**src/rtl/game_pkg.sv**
```systemverilog
// Shared game-state codes, reporter FSM states and ASCII constants for the score UART reporter.
// Digit helper maps one BCD nibble to its ASCII byte.
package game_pkg;

  localparam logic [2:0] ST_IDLE = 3'b000;
  localparam logic [2:0] ST_OVER = 3'b111;

  typedef enum logic [1:0] {
    IDLE,
    SEND,
    GAP
  } rpt_state_e;

  localparam logic [7:0] CH_S  = 8'h53;
  localparam logic [7:0] CH_C  = 8'h43;
  localparam logic [7:0] CH_O  = 8'h4F;
  localparam logic [7:0] CH_R  = 8'h52;
  localparam logic [7:0] CH_E  = 8'h45;
  localparam logic [7:0] CH_B  = 8'h42;
  localparam logic [7:0] CH_T  = 8'h54;
  localparam logic [7:0] CH_SP = 8'h20;
  localparam logic [7:0] CH_CR = 8'h0D;
  localparam logic [7:0] CH_LF = 8'h0A;

  localparam int MSG_LEN_FULL  = 18;
  localparam int MSG_LEN_SHORT = 10;
  localparam int IDX_W         = 5;

  // Non-BCD nibbles are passed through unchecked, so A-F land on ':'..'?'.
  function automatic logic [7:0] digit_ascii(input logic [3:0] nib);
    return 8'h30 + {4'h0, nib};
  endfunction

endpackage

```
**src/rtl/score_msg_rom.sv**
```systemverilog
// Combinational message layout: byte index -> ASCII byte of "SCORE xx[ BEST yy]\r\n".
// Zero latency, no state; indices past the message end read as 8'h00.
module score_msg_rom
  import game_pkg::*;
#(
  parameter bit SEND_BEST = 1'b1
) (
  input  logic [IDX_W-1:0] idx_i,
  input  logic [7:0]       sc_i,
  input  logic [7:0]       best_i,
  output logic [7:0]       byte_o
);

  always_comb begin
    byte_o = 8'h00;
    case (idx_i)
      5'd0: byte_o = CH_S;
      5'd1: byte_o = CH_C;
      5'd2: byte_o = CH_O;
      5'd3: byte_o = CH_R;
      5'd4: byte_o = CH_E;
      5'd5: byte_o = CH_SP;
      5'd6: byte_o = digit_ascii(sc_i[7:4]);
      5'd7: byte_o = digit_ascii(sc_i[3:0]);
      default: begin
        if (SEND_BEST) begin
          case (idx_i)
            5'd8:    byte_o = CH_SP;
            5'd9:    byte_o = CH_B;
            5'd10:   byte_o = CH_E;
            5'd11:   byte_o = CH_S;
            5'd12:   byte_o = CH_T;
            5'd13:   byte_o = CH_SP;
            5'd14:   byte_o = digit_ascii(best_i[7:4]);
            5'd15:   byte_o = digit_ascii(best_i[3:0]);
            5'd16:   byte_o = CH_CR;
            5'd17:   byte_o = CH_LF;
            default: byte_o = 8'h00;
          endcase
        end else begin
          case (idx_i)
            5'd8:    byte_o = CH_CR;
            5'd9:    byte_o = CH_LF;
            default: byte_o = 8'h00;
          endcase
        end
      end
    endcase
  end

endmodule

```
**src/rtl/score_uart_reporter.sv**
```systemverilog
// Streams "SCORE xx[ BEST yy]\r\n" to the UART on each game-over edge; first txclk 2 cycles
// after the trigger, one byte per 2 cycles minimum; stalls in SEND while txready is low.
module score_uart_reporter
  import game_pkg::*;
#(
  parameter bit SEND_BEST = 1'b1
) (
  input  logic       clk,
  input  logic       rst,
  input  logic [2:0] state,
  input  logic [7:0] score,
  input  logic       txready,
  output logic [7:0] txdata,
  output logic       txclk,
  output logic       busy,
  output logic [7:0] best,
  output logic       new_best
);

  localparam logic [IDX_W-1:0] LAST_IDX =
    IDX_W'(SEND_BEST ? MSG_LEN_FULL - 1 : MSG_LEN_SHORT - 1);

  rpt_state_e       st_q, st_d;
  logic [IDX_W-1:0] idx_q, idx_d;
  logic [7:0]       sc_q, sc_d;
  logic [7:0]       best_q, best_d;
  logic             new_best_q, new_best_d;
  logic [7:0]       txdata_q, txdata_d;
  logic             txclk_q, txclk_d;
  logic             busy_q, busy_d;
  logic             prev_over_q;
  logic             trigger;
  logic [7:0]       rom_byte;

  assign trigger = (state == ST_OVER) && !prev_over_q;

  score_msg_rom #(
    .SEND_BEST(SEND_BEST)
  ) u_rom (
    .idx_i  (idx_q),
    .sc_i   (sc_q),
    .best_i (best_q),
    .byte_o (rom_byte)
  );

  always_comb begin
    st_d       = st_q;
    idx_d      = idx_q;
    sc_d       = sc_q;
    best_d     = best_q;
    new_best_d = new_best_q;
    txdata_d   = txdata_q;
    txclk_d    = 1'b0;
    busy_d     = busy_q;

    case (st_q)
      IDLE: begin
        if (trigger) begin
          st_d   = SEND;
          sc_d   = score;
          idx_d  = '0;
          busy_d = 1'b1;
          // Best is updated on the trigger edge so the message reports the new value.
          if (score < best_q) begin
            best_d     = score;
            new_best_d = 1'b1;
          end else begin
            new_best_d = 1'b0;
          end
        end
      end
      SEND: begin
        if (txready) begin
          txdata_d = rom_byte;
          txclk_d  = 1'b1;
          st_d     = GAP;
        end
      end
      GAP: begin
        if (idx_q == LAST_IDX) begin
          busy_d = 1'b0;
          st_d   = IDLE;
        end else begin
          idx_d = idx_q + 1'b1;
          st_d  = SEND;
        end
      end
      default: st_d = IDLE;
    endcase

    if (state == ST_IDLE) new_best_d = 1'b0;
  end

  always_ff @(posedge clk) begin
    if (rst) begin
      st_q        <= IDLE;
      idx_q       <= '0;
      sc_q        <= 8'h00;
      best_q      <= 8'h99;
      new_best_q  <= 1'b0;
      txdata_q    <= 8'h00;
      txclk_q     <= 1'b0;
      busy_q      <= 1'b0;
      prev_over_q <= 1'b1;
    end else begin
      st_q        <= st_d;
      idx_q       <= idx_d;
      sc_q        <= sc_d;
      best_q      <= best_d;
      new_best_q  <= new_best_d;
      txdata_q    <= txdata_d;
      txclk_q     <= txclk_d;
      busy_q      <= busy_d;
      prev_over_q <= (state == ST_OVER);
    end
  end

  assign txdata   = txdata_q;
  assign txclk    = txclk_q;
  assign busy     = busy_q;
  assign best     = best_q;
  assign new_best = new_best_q;

endmodule

```
**config.mk**
```make
export PLATFORM = sky130hd
export DESIGN_NAME = score_uart_reporter
export DESIGN_NICKNAME = d
export VERILOG_FILES = /design/src/rtl/game_pkg.sv /design/src/rtl/score_msg_rom.sv /design/src/rtl/score_uart_reporter.sv
export SDC_FILE = /design/constraint.sdc
export NUM_CORES = 1
export LEC_CHECK = 0
export ABC_AREA = 1
export ABC_CLOCK_PERIOD_IN_PS = 2500
export CAP_MARGIN = 25
export CORE_ASPECT_RATIO = 0.5
export CORE_UTILIZATION = 57
export CTS_CLUSTER_DIAMETER = 60
export DETAILED_ROUTE_END_ITERATION = 8
export MAX_ROUTING_LAYER = met4
export PLACE_DENSITY = 0.83
export SETUP_SLACK_MARGIN = 0.3
export SKIP_CTS_REPAIR_TIMING = 1
export SLEW_MARGIN = 5
export SYNTH_ARGS = -nofsm -noshare
export SYNTH_HDL_FRONTEND = slang
export SYNTH_HIERARCHICAL = 1
export SYNTH_SLANG_ARGS = --single-unit
```
**constraint.sdc**
```tcl
create_clock -name clk -period 2.5 [get_ports clk]
set_clock_uncertainty 0.2 [all_clocks]
set_input_delay 0.75 -clock clk [delete_from_list [all_inputs] [get_ports clk]]
set_output_delay 0.75 -clock clk [all_outputs]
set_load 0.01 [all_outputs]
```
Word level (Yosys, flattened, before mapping)
Index checks and enable logic that the tools add are counted.
{"block": "classes", "add_sub_neg": 5, "n_lt_le_gt_ge": 1, "n_eq_ne": 24, "muxes": 14, "bitwise_logic": 1, "n_reduce_logical": 15}
{"operator": "8-bit one-hot mux with 9 select lines", "count": 1}
{"operator": "8-bit one-hot mux with 8 select lines", "count": 1}
{"operator": "5-bit by 4-bit == test with 1-bit output (second input constant)", "count": 8}
{"operator": "6-bit by 4-bit adder with 7-bit output (first input constant)", "count": 4}
{"operator": "5-bit by 3-bit == test with 1-bit output (second input constant)", "count": 4}
{"operator": "5-bit by 2-bit == test with 1-bit output (second input constant)", "count": 2}
{"operator": "5-bit == test (second input constant)", "count": 2}
{"operator": "5-bit 2-to-1 mux", "count": 2}
{"operator": "5-bit one-hot mux with 2 select lines", "count": 1}
{"operator": "3-bit AND reduction", "count": 3}
{"operator": "8-bit < comparator", "count": 1}
{"operator": "2-bit inequality test (second input constant)", "count": 4}
{"operator": "2-bit one-hot mux with 3 select lines", "count": 1}
{"operator": "2-bit AND reduction", "count": 3}
{"operator": "2-bit OR reduction", "count": 3}
{"operator": "5-bit by 1-bit adder with 5-bit output (second input constant)", "count": 1}
{"operator": "5-bit by 1-bit == test with 1-bit output (second input constant)", "count": 1}
{"operator": "5-bit zero test", "count": 1}
{"operator": "1-bit 2-to-1 mux", "count": 5}
{"operator": "2-bit 2-to-1 mux", "count": 2}
{"operator": "3-bit == test (second input constant)", "count": 1}
{"operator": "3-bit zero test", "count": 1}
{"operator": "2-bit by 1-bit == test with 1-bit output (second input constant)", "count": 1}
{"operator": "2-bit == test (second input constant)", "count": 1}
{"operator": "other kinds (6)", "count": 6}
{"block": "totals", "regBits": 35, "in_bits": 14}

Depth between registers and ports, before layout
Gate-level depths: netlist of run 1.
{"block": "depth", "ltp_word": 4, "ltp_mapped": 11, "ltp_nobuf": 10}

Modules after synthesis
The synthesis of run 1 kept the hierarchy.
{"module": "score_uart_reporter", "n_inst": 1, "cells_per_inst": 204, "area_each_um2": 1584.0, "seq_area_each_um2": 700.7}
{"module": "score_msg_rom", "n_inst": 1, "cells_per_inst": 89, "area_each_um2": 429.2, "seq_area_each_um2": 0.0}

Worst setup path before layout of run 1
Ideal clock, no wire load.
{"block": "synth_timing", "path_kind": "input-to-reg", "from": "input port score[7]", "to": "register best_q[1] (netlist: best[1])", "setup_ps": 115, "arrival_time_ps": 1689, "t_required_ps": 2185, "slack_ps": 496, "path_stages": 8, "path_cell_list": "ha_1 -> a21oi_1 -> nand3_2 -> nor2_4 -> buf_6 -> nand3_1 -> nand2_1 -> nor2_1"}
{"block": "synth_via", "elab_chain_len": 2}
{"item": "from (decl)", "line_no": "score_uart_reporter.sv:11", "rtl": "input logic [7:0] score,"}
{"item": "8-bit < comparator", "line_no": "score_uart_reporter.sv:64", "rtl": "if (score < best_q) begin"}
{"item": "3-bit AND reduction (no line)"}
{"item": "to (signal assigned)", "line_no": "score_uart_reporter.sv:109", "rtl": "best_q <= best_d;"}
{"item": "to (decl)", "line_no": "score_uart_reporter.sv:26", "rtl": "logic [7:0] best_q, best_d;"}
No other way between the ends.
A chain may end at the register's enable or synchronous reset.

Final worst setup path of run 1
{"block": "layout_timing", "from": "input port state[1]", "to": "register best_q[2] (netlist: best[2])"}
{"block": "layout_via", "elab_chain_len": 3}
{"item": "from (decl)", "line_no": "score_uart_reporter.sv:10", "rtl": "input logic [2:0] state,"}
{"item": "3-bit == test", "line_no": "score_uart_reporter.sv:35", "rtl": "assign trigger = (state == ST_OVER) && !prev_over_q;"}
{"item": "1-bit logical AND", "line_no": "score_uart_reporter.sv:35"}
{"item": "3-bit AND reduction (no line)"}
No other way between the ends.

==> flow_summary.yaml, run 1 <==
run_status:
  status: "finished clean"
sta:
  min_period_ns: 2.27
  hold_violations: 0
  fmax_mhz: 440
  fin_crit_sh: 0.909
  finalSetupViolations: 0
  rsz0062_at_grt: "false"
  drv_slew: 0
synth:
  netlist_area_um2: 2010
  async_flop_share: 0
  yosys.area.top_type: "dfxtp_1"
  synth.top_cells.by_area: "dfxtp_1 35%, nand2_1 9.3%, nand3_1 8.9%"
  synth_cells: 293
  syn_avg_cell_area_um2: 6.87
  ys_warn_count: 6
  synth_ff_type: "dfxtp_1"
  synth_top_area_share: 0.348
  ys_ff_latch: 35
  synth-edff-count: 0
  ys_types: 31
  ys_seq_area_frac: 0.348
  syn_nets: 316
layout:
  drive_above_1_share: 0.182
  layout_common_cells: "46 x nand2_1, 36 x nand3_1, 32 x inv_1, 32 x nor2_1, 27 x dfxtp_1"
  final_cell_count_no_fill: 383
  layout-area-overhead-vs-synth_pct: 30.4
  num_antenna_cells: 0
  final_nets: 357
  layout_commonest_cell: "nand2_1"
  design_area_um2: 2630
setup_path:
  r2r_cells: 9
  cp_num_buf_inv: 3
  start_kind: "primary input"
  critPathKind: "primary input to flip-flop"
  endpoint: "best[2]$_SDFFE_PP0P_"
  crit_required_ns: 2.50
  rrSetupSlack_ns: 0.57
  critPathLaunch: "state[1]"
  r2r_end: "best[2]$_SDFFE_PP0P_"
  end_kind: "flip-flop"
  cpMostUsedCell: "nor2_4"
  r2r-start: "best[7]$_SDFFE_PP1P_"
  crit_family: "simple AND/OR/NAND/NOR gates"
  crit_arrival_ns: 2.28
  cp_slowest_cell: "clkdlybuf4s50_1"
  path_cells: "clkdlybuf4s50_1 -> inv_1 -> nor2_4 -> nand3_2 -> nor2_4 -> buf_6 -> nand3_1 -> nand2_1 -> nor2_1"
  path_max_fanout: 7
  slowest_delay_ns: 0.51
  cp.depth: 9
clock_tree:
  cts-buffers-inserted: 5
  clockBufferDepth: 2
  clk_latency_ns: 0.31
  clkSinkCount: 35
  clk_pin_slew_ns: 0.09
  htree_levels: 2
  cts_tree: "yes"
  clockRootBuffer: "clkbuf_8"
placement:
  dp_hpwl_mm: 4.08
  port-buffer-count: 32
  placed_cell_area_um2: 2410
  dpl.cell_count: 374
  gp_congestion: 0.920
drt:
  post_drt_wl_per_cell_um: 16.9
  wirelength_mm: 6.48
  drc: 0
  detail-route-antenna-nets: 0
  drtPass1Iterations: 5
  viasPerCell: 5.91
  drt_iter0_drc: 202
  vias: 2262
flow_run:
  cap_violations: 0
floorplanning:
  die_w_um: 86.0
  initial_utilization: 0.635
  die_h_um: 44.0
  die_area_um2: 3790
  rows: 14
  core_um2: 3170
  num_io_pins: 33
global_route:
  grt_antenna_before_repair: 0
  grt_usage: 0.314
  grt_pass1_wl_mm: 8.63
  grt_max_degree: 27
  overflow: 0
  grt_pass1_vias: 1832
power:
  fin_total_pwr_mw: 1.17
  irDropWorstVdd_uv: 291
  power.density_nw_per_um2: 446
  p_leak_nw: 1.22
hold_path:
  hold_class: "flip-flop to flip-flop"
## through the flow
| step | TNS, ns | worst slack [ns] | utilization | hold slack (ns) |
|---|---|---|---|---|
| floorplan | 0 | 0.496 | - | 0.254 |
| global placement | -0.00783 | -0.00558 | 0.760 | 0.228 |
| detailed placement | -0.970 | -0.147 | 0.760 | 0.235 |
| CTS | 0 | 0.164 | 0.787 | 0.246 |
| global route | 0 | 0.170 | 0.828 | 0.262 |
| finish | 0 | 0.228 | 0.828 | 0.241 |
## tightest hold or removal path, stage by stage (launching register included)
cell and delay (ns):
dfxtp_1 0.31, inv_1 0.04, a21oi_1 0.04
## worst min path at each step
| stage | from | to | slack [ns] | cells after the start |
|---|---|---|---|---|
| 3_3_place_gp | txdata[7]$_SDFFE_PP0P_ | txdata[7]$_SDFFE_PP0P_ | 0.23 | 2 |
| 4_1_cts | txdata[6]$_SDFFE_PP0P_ | txdata[6]$_SDFFE_PP0P_ | 0.25 | 2 |
| 6_report | txdata[6]$_SDFFE_PP0P_ | txdata[6]$_SDFFE_PP0P_ | 0.24 | 2 |
| 2_1_floorplan | sc_q[3]$_SDFFE_PP0P_ | sc_q[3]$_SDFFE_PP0P_ | 0.25 | 2 |
| 5_1_grt | txdata[2]$_SDFFE_PP0P_ | txdata[2]$_SDFFE_PP0P_ | 0.26 | 2 |
| 3_5_place_dp | txdata[2]$_SDFFE_PP0P_ | txdata[2]$_SDFFE_PP0P_ | 0.23 | 2 |
## sequential cells by signal, summed over array words and instances (netlist names)
register     flops
best             8
sc_q             8
txdata           8
idx_q            5
st_q             2
busy             1
new_best         1
prev_over_q      1
txclk            1
## power breakdown
group          switching [mW]  total, mW  internal, mW
clock                   0.236      0.432         0.195
combinational          0.0829      0.156        0.0729
sequential             0.0125      0.584         0.572
total                   0.332       1.17         0.840
## per-layer routing
metal	share of wire	GRT usage	wire, µm	up-vias
met5	0	-	0	-
met4	0.042	0.120	273	0
met3	0.11	0.0690	707	38
met2	0.43	0.467	2800	167
met1	0.42	0.424	2700	1016
li1	-	-	-	1041
## logic make-up after synthesis
family                     count (synthesis)  share of synthesized area
buffers and inverters                     51                      0.116
AOI/OAI and AO/OA                         50                      0.130
xor gates and xnor gates                   1                    0.00435
other                                      1                    0.00186
adders and majority gates                  9                     0.0559
DFF                                       35                      0.348
and+or+nand+nor                          146                      0.344
## layout make-up
class,count,area [µm²]
Clock inverter,2,12.5
Fill cell,205,546
Sequential cell,35,711
Clock buffer,6,72.6
Tap cell,48,60.1
Timing Repair Buffer,44,462
Inverter,41,155
Multi-Input combinational cell,207,1150
## cell usage after synthesis (2+ instances only)
library cell	count
buf_6	3
nor2_2	2
buf_2	4
nand4_1	8
o31ai_1	2
nor2_1	34
inv_1	32
nand3_1	36
nor3_1	3
nand3b_1	3
a21oi_1	25
o21ai_0	20
dfxtp_1	35
ha_1	9
nand2_2	2
inv_2	7
nor2_4	5
nand2_1	50
Power figures use the tool's default switching activity.
==> inputs of run 2 (changes only) <==
--- a/config.mk
+++ b/config.mk
@@ -7,15 +7,15 @@
 export LEC_CHECK = 0
 export ABC_AREA = 1
 export ABC_CLOCK_PERIOD_IN_PS = 2500
-export CAP_MARGIN = 25
+export CAP_MARGIN = 20
 export CORE_ASPECT_RATIO = 0.5
 export CORE_UTILIZATION = 57
 export CTS_CLUSTER_DIAMETER = 60
 export DETAILED_ROUTE_END_ITERATION = 8
-export MAX_ROUTING_LAYER = met4
 export PLACE_DENSITY = 0.83
 export SETUP_SLACK_MARGIN = 0.3
 export SKIP_CTS_REPAIR_TIMING = 1
+export SKIP_LAST_GASP = 1
 export SLEW_MARGIN = 5
 export SYNTH_ARGS = -nofsm -noshare
 export SYNTH_HDL_FRONTEND = slang
==> flow_summary.yaml, run 2 (synthesis results as in run 1) <==
power:
  irDropWorstVdd_uv: 257
  p_leak_nw: 1.20
  power.density_nw_per_um2: 434
  fin_total_pwr_mw: 1.14
floorplanning:
  die_h_um: 44.0
  initial_utilization: 0.635
  rows: 14
  num_io_pins: 33
  die_area_um2: 3790
  core_um2: 3170
  die_w_um: 86.0
clock_tree:
  clk_latency_ns: 0.29
  cts_tree: "yes"
  htree_levels: 2
  clockRootBuffer: "clkbuf_8"
  cts-buffers-inserted: 5
  clk_pin_slew_ns: 0.07
  clkSinkCount: 35
  clockBufferDepth: 2
global_route:
  grt_busiest_layer: "met2"
  overflow: 0
  grt_max_degree: 27
  use_met3: 0.0634
  grt_pass1_wl_mm: 8.48
  use_met1: 0.415
  grt_antenna_before_repair: 0
  grt_usage: 0.300
  gr-usage-met2: 0.479
  grt_pass1_vias: 1827
sta:
  fin_crit_sh: 0.892
  finalSetupViolations: 0
  hold_violations: 0
  fmax_mhz: 449
  whs_ns: 0.245
  rsz0062_at_grt: "true"
  drv_slew: 0
  tns_ns: 0
  min_period_ns: 2.23
drt:
  drtPass1Iterations: 4
  wirelength_mm: 6.10
  drt_iter0_drc: 189
  viasPerCell: 5.71
  drc: 0
  detail-route-antenna-nets: 0
  post_drt_wl_per_cell_um: 15.9
  vias: 2187
layout:
  utilization: 0.830
  layout_common_cells: "45 x nand2_1, 36 x nand3_1, 32 x inv_1, 32 x nor2_1, 29 x dfxtp_1"
  drive_above_1_share: 0.173
  num_antenna_cells: 0
  layout_commonest_cell: "nand2_1"
  layout-area-overhead-vs-synth_pct: 30.8
  final_nets: 357
  nFillCells: 192
placement:
  dp_hpwl_mm: 3.94
  port-buffer-count: 32
  gp_congestion: 0.907
setup_path:
  crit_required_ns: 2.48
  end_kind: "flip-flop"
  path_max_fanout: 7
  critPathKind: "primary input to flip-flop"
  crit_arrival_ns: 2.21
  start_kind: "primary input"
run_status:
  status: "finished clean"
hold_path:
  hold_class: "flip-flop to flip-flop"
flow_run:
  cap_violations: 0
==> run 2: path summary, 6_finish.rpt <==
| check | end | start | cells past startpoint | slack [ns] |
|---|---|---|---|---|
| setup / recovery | best[1]$_SDFFE_PP0P_ | state[0] | 9 | 0.27 |
| hold / removal | txdata[3]$_SDFFE_PP0P_ | txdata[3]$_SDFFE_PP0P_ | 2 | 0.25 |
| setup reg to reg | best[1]$_SDFFE_PP0P_ | best[7]$_SDFFE_PP1P_ | 9 | 0.62 |
| hold reg to reg | txdata[3]$_SDFFE_PP0P_ | txdata[3]$_SDFFE_PP0P_ | 2 | 0.25 |
==> run 2: layout make-up <==
type                       instances  area, µm²  area share
inverter                          41        155      0.0589
multi-input combinational        207       1170       0.445
clock inverter                     1       5.00     0.00190
tap                               48       60.1      0.0228
clock buffer                       7       76.3      0.0290
timing repair buffer              44        457       0.173
sequential                        35        708       0.269
==> run 2: worst max-delay path, cell delays in order <==
cell	delay, ns
clkdlybuf4s50_1	0.49
nand2_2	0.09
nor2_4	0.15
nand3_2	0.12
nor2_4	0.26
buf_6	0.14
nand3_1	0.08
nand2_1	0.08
nor2_1	0.05
==> run 2: stage by stage <==
stage,instances,area (µm²),setup WS (ns)
4_1_cts,382,2490,0.201
3_3_place_gp,374,2410,-0.00674
5_1_grt,383,2630,0.196
2_1_floorplan,293,2010,0.496
3_5_place_dp,374,2410,-0.105
6_report,383,2630,0.271
==> run 2: layer usage <==
metal	vias up	share of wire
li1	1035	-
met1	981	0.42
met2	145	0.44
met3	26	0.11
met4	0	0.035
met5	-	0
==> run 2: power by group <==
group	leakage (nW)	internal [mW]	switching (mW)
clock network	0.0422	0.196	0.206
registers	0.285	0.572	0.0117
logic	0.875	0.0733	0.0839
==> inputs of run 3 (changes only) <==
--- a/config.mk
+++ b/config.mk
@@ -9,6 +9,7 @@
 export ABC_CLOCK_PERIOD_IN_PS = 2500
 export CAP_MARGIN = 20
 export CORE_ASPECT_RATIO = 0.5
+export CORE_MARGIN = 2
 export CORE_UTILIZATION = 57
 export CTS_CLUSTER_DIAMETER = 60
 export DETAILED_ROUTE_END_ITERATION = 8
@@ -16,7 +17,6 @@
 export SETUP_SLACK_MARGIN = 0.3
 export SKIP_CTS_REPAIR_TIMING = 1
 export SKIP_LAST_GASP = 1
-export SLEW_MARGIN = 5
 export SYNTH_ARGS = -nofsm -noshare
 export SYNTH_HDL_FRONTEND = slang
 export SYNTH_HIERARCHICAL = 1
==> flow_summary.yaml, run 3 (synthesis results as in run 1) <==
run_status:
  status: "finished clean"
drt:
  wirelength_mm: 4.87
  post_drt_wl_per_cell_um: 12.7
  drc: 0
  drt_iter0_drc: 174
  vias: 2073
  viasPerCell: 5.40
  detail-route-antenna-nets: 0
  drtPass1Iterations: 5
power:
  p_int_mw: 1.03
  p_sw_uw: 285
  irDropWorstVdd_uv: 317
  swShare: 0.216
  pwr-share-comb: 0.101
  fin_total_pwr_mw: 1.32
  p_clk_frac: 0.458
  p_leak_nw: 1.22
  pwr-share-seq: 0.442
  power.density_nw_per_um2: 500
setup_path:
  cp.depth: 1
  critPathKind: "flip-flop to output pin"
  critPathLaunch: "best[4]$_SDFFE_PP1P_"
  cp_num_buf_inv: 1
  start_kind: "flip-flop"
  path_max_fanout: 4
  crit_arrival_ns: 1.23
  crit_family: "buffers and inverters"
  r2r-start: "idx_q[1]$_SDFFE_PP0P_"
  rrSetupSlack_ns: 0.69
  crit_required_ns: 1.55
  r2r_end: "txdata[2]$_SDFFE_PP0P_"
  endpoint: "best[4]"
  cp_slowest_cell: "clkdlybuf4s50_1"
  r2r_cells: 8
  path_cells: "clkdlybuf4s50_1"
  slowest_delay_ns: 0.56
  end_kind: "output pin"
sta:
  rsz0062_at_grt: "false"
  finalSetupViolations: 0
  drv_slew: 0
  fmax_mhz: 459
  min_period_ns: 2.18
  setup_slack_ns: 0.323
  fin_crit_sh: 0.871
  hold_violations: 0
floorplanning:
  initial_utilization: 0.589
  die_h_um: 46.0
  die_w_um: 88.0
  rows: 15
  num_io_pins: 33
  core_um2: 3420
  die_area_um2: 4050
layout:
  design_area_um2: 2640
  utilization: 0.773
  layout_commonest_cell: "nand2_1"
  layout-area-overhead-vs-synth_pct: 31.1
  final_nets: 355
  drive_above_1_share: 0.159
  layout_common_cells: "48 x nand2_1, 36 x nand3_1, 33 x nor2_1"
  num_antenna_cells: 0
placement:
  dp_hpwl_mm: 3.57
  dp_slack_ns: -0.0557
  placed_cell_area_um2: 2400
  port-buffer-count: 32
  gp_congestion: 0.907
global_route:
  overflow: 0
  grt_antenna_before_repair: 0
  grt_pass1_vias: 1742
  grt_pass1_wl_mm: 7.73
  grt_max_degree: 21
  grt_usage: 0.252
clock_tree:
  htree_levels: 2
  clk_pin_slew_ns: 0.08
  clockRootBuffer: "clkbuf_8"
  clkSinkCount: 35
  cts-buffers-inserted: 5
  clockBufferDepth: 2
  clk_latency_ns: 0.28
  cts_tree: "yes"
flow_run:
  cap_violations: 0
hold_path:
  hold_class: "flip-flop to flip-flop"
  hold_start: "txdata[6]$_SDFFE_PP0P_"
run 3: area by class of cell:
| type | instances | area (µm²) |
|---|---|---|
| sequential | 35 | 708 |
| inverter | 41 | 155 |
| multi-input combinational | 207 | 1140 |
| timing repair buffer | 42 | 437 |
| clock inverter | 3 | 67.6 |
| clock buffer | 5 | 68.8 |
| tap | 51 | 63.8 |
| fill | 255 | 777 |
run 3: metal layers:
metal	GRT usage	wire [µm]
met5	0	0
met4	0.0545	10
met3	0.0598	450
met2	0.383	2100
met1	0.365	2310
run 3: power groups by stage:
stage	clock [mW]	sequential, mW	combinational (mW)
4_1_cts	0.617	0.582	0.125
6_report	0.604	0.583	0.133
2_1_floorplan	0	0.595	0.0634
5_1_grt	0.638	0.584	0.148
3_5_place_dp	0	0.595	0.124
3_3_place_gp	0	0.594	0.120
run 3: through the flow:
step / setup TNS [ns] / instances / hold slack, ns
finish: 0 / 384 / 0.241
global route: 0 / 384 / 0.260
CTS: 0 / 383 / 0.245
detailed placement: -0.299 / 375 / 0.233
global placement: 0 / 375 / 0.229
floorplan: 0 / 293 / 0.254
run 3: worst min path at each step:
| stage | to | slack, ns | depth (start not counted) |
|---|---|---|---|
| final | txdata[6]$_SDFFE_PP0P_ | 0.24 | 2 |
| after global placement | txdata[6]$_SDFFE_PP0P_ | 0.23 | 2 |
| after floorplan | sc_q[3]$_SDFFE_PP0P_ | 0.25 | 2 |
| after detailed placement | txdata[5]$_SDFFE_PP0P_ | 0.23 | 2 |
| after global routing | txdata[7]$_SDFFE_PP0P_ | 0.26 | 2 |
| after CTS | txdata[5]$_SDFFE_PP0P_ | 0.24 | 2 |
